File: config.mk
export PLATFORM = sky130hd
export DESIGN_NAME = waveform_playback_ctrl
export DESIGN_NICKNAME = d
export VERILOG_FILES = /design/src/rtl/waveform_playback_ctrl.sv
export SDC_FILE = /design/constraint.sdc
export NUM_CORES = 1
export LEC_CHECK = 0
export CAP_MARGIN = 25
export CORE_MARGIN = 10
export CORE_UTILIZATION = 55
export CTS_CLUSTER_SIZE = 28
export DETAILED_ROUTE_END_ITERATION = 16
export PLACE_DENSITY = 0.8
export SLEW_MARGIN = 20
export SYNTH_ARGS = -nofsm -noshare
export SYNTH_HDL_FRONTEND = slang
export SYNTH_SLANG_ARGS = --single-unit
File: constraint.sdc
create_clock -name clk -period 12.4 [get_ports clk]
set_clock_uncertainty 0.05 [all_clocks]
set_input_delay 2.48 -clock clk [delete_from_list [all_inputs] [get_ports clk]]
set_output_delay 2.48 -clock clk [all_outputs]
set_load 0.01 [all_outputs]
File: src/rtl/waveform_playback_ctrl.sv
// waveform_playback_ctrl: sample-table address sequencer with continuous, single and burst playback.
module waveform_playback_ctrl #(
  parameter int ADDR_W      = 15,
  parameter int DEFAULT_END = 32734,
  parameter int BURST_W     = 8
) (
  input  logic              clk,
  input  logic              rst_n,
  input  logic              cfg_we,
  input  logic [1:0]        cfg_addr,
  input  logic [ADDR_W-1:0] cfg_data,
  input  logic [1:0]        mode,
  input  logic              start,
  input  logic              stop,
  output logic [ADDR_W-1:0] rd_addr,
  output logic              rd_valid,
  output logic              busy,
  output logic              wrap,
  output logic              done,
  output logic              err
);
  typedef enum logic [1:0] {S_IDLE, S_RUN, S_DONE} state_t;
  state_t state, state_nxt;
  logic [ADDR_W-1:0]  start_r, end_r, step_r, step_eff;
  logic [BURST_W-1:0] burst_r, burst_eff, pass_cnt;
  logic [1:0]         mode_r;
  logic [ADDR_W:0]    nxt;
  logic               pass_end, last_pass, accept;

  always_comb begin
    step_eff  = step_r == '0 ? ADDR_W'(1) : step_r;
    burst_eff = burst_r == '0 ? BURST_W'(1) : burst_r;
    // one extra bit so a step past the top of the table ends the pass instead of wrapping
    nxt       = {1'b0, rd_addr} + {1'b0, step_eff};
    pass_end  = nxt > {1'b0, end_r};
    last_pass = mode_r == 2'b10 ? (pass_cnt + BURST_W'(1) == burst_eff) : mode_r != 2'b00;
    accept    = state == S_IDLE && start && !stop && start_r <= end_r;
  end

  always_ff @(posedge clk or negedge rst_n)
    if (!rst_n) state <= S_IDLE;
    else state <= state_nxt;

  always_comb begin
    state_nxt = state;
    case (state)
      S_IDLE:  state_nxt = accept ? S_RUN : S_IDLE;
      S_RUN:   state_nxt = stop ? S_IDLE : (pass_end && last_pass) ? S_DONE : S_RUN;
      default: state_nxt = S_IDLE;
    endcase
  end

  always_comb begin
    busy     = state == S_RUN;
    rd_valid = state == S_RUN;
    done     = state == S_DONE;
  end

  always_ff @(posedge clk or negedge rst_n)
    if (!rst_n) begin
      start_r  <= '0;
      end_r    <= ADDR_W'(DEFAULT_END);
      step_r   <= ADDR_W'(1);
      burst_r  <= BURST_W'(1);
      mode_r   <= '0;
      pass_cnt <= '0;
      rd_addr  <= '0;
      wrap     <= 1'b0;
      err      <= 1'b0;
    end else begin
      wrap <= state == S_RUN && !stop && pass_end;
      err  <= state == S_IDLE && start && !stop && start_r > end_r;
      if (cfg_we && state != S_RUN)
        case (cfg_addr)
          2'd0:    start_r <= cfg_data;
          2'd1:    end_r   <= cfg_data;
          2'd2:    step_r  <= cfg_data;
          default: burst_r <= cfg_data[BURST_W-1:0];
        endcase
      if (accept) begin
        rd_addr  <= start_r;
        pass_cnt <= '0;
        mode_r   <= mode;
      end else if (state == S_RUN) begin
        if (stop) pass_cnt <= '0;
        else if (pass_end) begin
          pass_cnt <= pass_cnt + BURST_W'(1);
          if (!last_pass) rd_addr <= start_r;
        end else rd_addr <= nxt[ADDR_W-1:0];
      end
    end
endmodule

==> out/qor.yml <==
timing:
  slew_headroom: 0.300
  period_share: 0.426
  finalHoldViolCount: 0
  rsz0062_at_grt: "no"
  worst_pin_slew_ps: 1050
  setup_viol: 0
  final_max_slew_viol_count: 0
  max_freq_mhz: 189
  fin_tns_setup_ps: 0
  period_minus_slack_ps: 5290
min_path:
  holdPathEnd: "mode_r[1]"
  hold_class: "reg2reg"
  hold_depth: 2
  hold_start: "mode_r[1]"
setup_path:
  slowest_delay_ps: 980
  crit_chain: "clkdlybuf4s50_1 > nor4b_1 > o211a_1 > o21ai_0 > a31oi_1"
  cpMaxStageDelayCell: "o211a_1"
  worstSetupStartpointType: "input port"
  worst-setup-path-type: "in2reg"
  end_kind: "flip-flop"
  ff2ff_path_depth: 17
  r2r-end: "rd_addr[8]"
  required_ps: 12620
  r2r-start: "step_r[12]"
  reg2reg_slack_ps: 7270
  cp.arrival_ps: 5500
  worst-path-max-fanout: 34
cts:
  insertion_delay_ps: 360
  holdBufCountCts: 0
  htreeDepth: 3
  cts_setup_buffers: 0
  cts_buffers: 9
  cts_sinks: 82
  clkTransAtPathRegs_ps: 80
  cts_tree: "built"
  ctsResizeCount: 0
  cts_max_path_buffers: 2
  cts_root_buffer: "clkbuf_8"
final_layout:
  num_antenna_cells: 0
  fill_cells: 714
  synthToLayoutAreaGrowth_pct: 13.2
  layout-drive-gt1-share: 0.183
  nNetsFinal: 596
floorplan:
  coreArea_um2: 9200
  initial_core_util: 0.564
  dieArea_um2: 13700
  die_w_um: 117
  row_count: 35
  num_io_pins: 44
  fp.dieH_um: 117
synth:
  syn_avg_cell_area_um2: 10.4
  synth_enable_flop_cells: 0
  synth_ff_type: "dfrtp_1"
  yosysTopAreaCell: "dfrtp_1"
  ys_async_sr_fraction: 1.00
  synth_seq_area_share: 0.399
  netlist.area_leader.share: 0.323
  synth_area_um2: 5190
  synth_area_leaders: "dfrtp_1 32%, mux2_2 12%, ha_1 11%, dfstp_2 7.6%, o21ai_0 2.8%"
  ys_warn_count: 0
  synthDistinctLibCells: 58
  ys_ff_latch: 82
  synthCells: 497
  synth_fp_nets: 568
place:
  place_congestion: 0.897
  hpwlAfterDp_mm: 10.3
  io_buffers: 43
detailed_routing:
  viasPerCell: 6.50
  vias: 4166
  wl_per_cell_um: 21.1
  drt_iter0_drc: 296
  wl_mm: 13.5
  ant_nets: 0
  firstDrtPassIters: 6
  drcViolationCount: 0
global_route:
  grt_antenna_before_repair: 0
  grt_pass1_vias: 4085
  grtUsageTotal: 0.201
  grt_overflow: 0
  grt_max_degree: 83
  grt_pass1_wl_mm: 21.5
flow_run:
  drv_cap: 0
run_status:
  outcome: "completed"
-- through the flow --
stage | instances | util | setup WS [ps] | instance area (µm²) | hold WS [ps]
CTS | 640 | 0.635 | 7020 | 5840 | 448
detailed placement | 624 | 0.614 | 6860 | 5640 | 430
global placement | 624 | 0.614 | 6950 | 5640 | 410
finish | 641 | 0.638 | 7110 | 5870 | 446
floorplan | 497 | - | 8160 | 5190 | 396
global route | 641 | 0.638 | 7040 | 5870 | 496
-- worst max-delay path by stage --
stage	start	end	slack (ps)	cells past startpoint
global placement	stop	rd_addr[7]	6950	5
global route	step_r[6]	pass_cnt[0]	7040	17
detailed placement	stop	rd_addr[8]	6860	5
CTS	step_r[12]	rd_addr[8]	7020	17
finish	stop	rd_addr[8]	7110	5
floorplan	step_r[12]	rd_addr[2]	8160	17
-- layer usage --
layer  vias up  track usage  part of all wire
met5         -            0                 0
li1       1910            -                 -
met2       169        0.303              0.44
met4         0       0.0708             0.017
met3        20       0.0240             0.073
met1      2067        0.291              0.47
-- sequential cells by signal (all words and copies together), names as in the netlist --
register,flops
err,1
end_r,15
mode_r,2
step_r,15
rd_addr,15
state,2
burst_r,8
start_r,15
wrap,1
pass_cnt,8
-- logic make-up (layout without fill, tap and decap cells) --
group / count (synthesis) / in the layout / synth area share
flops: 82 / 82 / 0.399
mux: 53 / 53 / 0.115
compound gates: 131 / 131 / 0.171
buf+inv: 54 / 87 / 0.0439
fa+ha+maj: 47 / 47 / 0.115
simple gates: 106 / 106 / 0.112
xor+xnor: 24 / 24 / 0.0432
-- cell type report --
type,count,area [µm²],share of cell area
Inverter,24,90.1,0.0153
Timing Repair Buffer,47,470,0.0802
Clock buffer,14,163,0.0277
Tap cell,111,139,0.0237
Clock inverter,2,35.0,0.00597
Sequential cell,82,2070,0.353
Multi-Input combinational cell,361,2900,0.494
-- worst max-delay path: cells and delay by family --
family                 cells  cell delay (ps)
buffers and inverters      1              540
AOI/OAI and AO/OA          3             1570
and+or+nand+nor            1              910
-- placed cells by master, fill, tap and decap left out, drive strengths merged, types with 3 or more instances in the layout --
| cell | count |
|---|---|
| a21o | 12 |
| dfrtp | 67 |
| a22o | 3 |
| o21ai | 29 |
| xnor2 | 16 |
| clkdlybuf4s50 | 42 |
| mux2 | 53 |
| inv | 24 |
| nor2b | 5 |
| nand3 | 23 |
| a31oi | 20 |
| clkbuf | 14 |
| a211oi | 19 |
| nor3 | 6 |
| nor4 | 10 |
| xor2 | 7 |
| ha | 46 |
| nand2 | 25 |
| or3 | 4 |
| o211ai | 5 |
| dfstp | 15 |
| and3 | 3 |
| nor2 | 11 |
| buf | 5 |
| a21oi | 26 |
| nand4 | 8 |
-- cell usage after synthesis (all sizes together) (2+ instances only) --
master / count
a41o: 2
nand3: 23
o21ai: 29
a21o: 12
a22o: 3
nand3b: 2
inv: 24
o211a: 2
and3: 3
dfrtp: 67
o211ai: 5
xnor2: 16
or3: 4
dfstp: 15
clkbuf: 22
mux2: 53
nor2: 11
nor4: 10
nand2b: 2
o31ai: 2
a211oi: 19
nand2: 25
ha: 46
o21a: 2
xor2: 7
a31oi: 20
nor3: 6
nand4: 8
buf: 8
nor2b: 5
a211o: 2
a21oi: 26
Power is left out: the tool's default activity adds up to more than one toggle a clock period on the data nets, which glitch-free logic cannot reach.
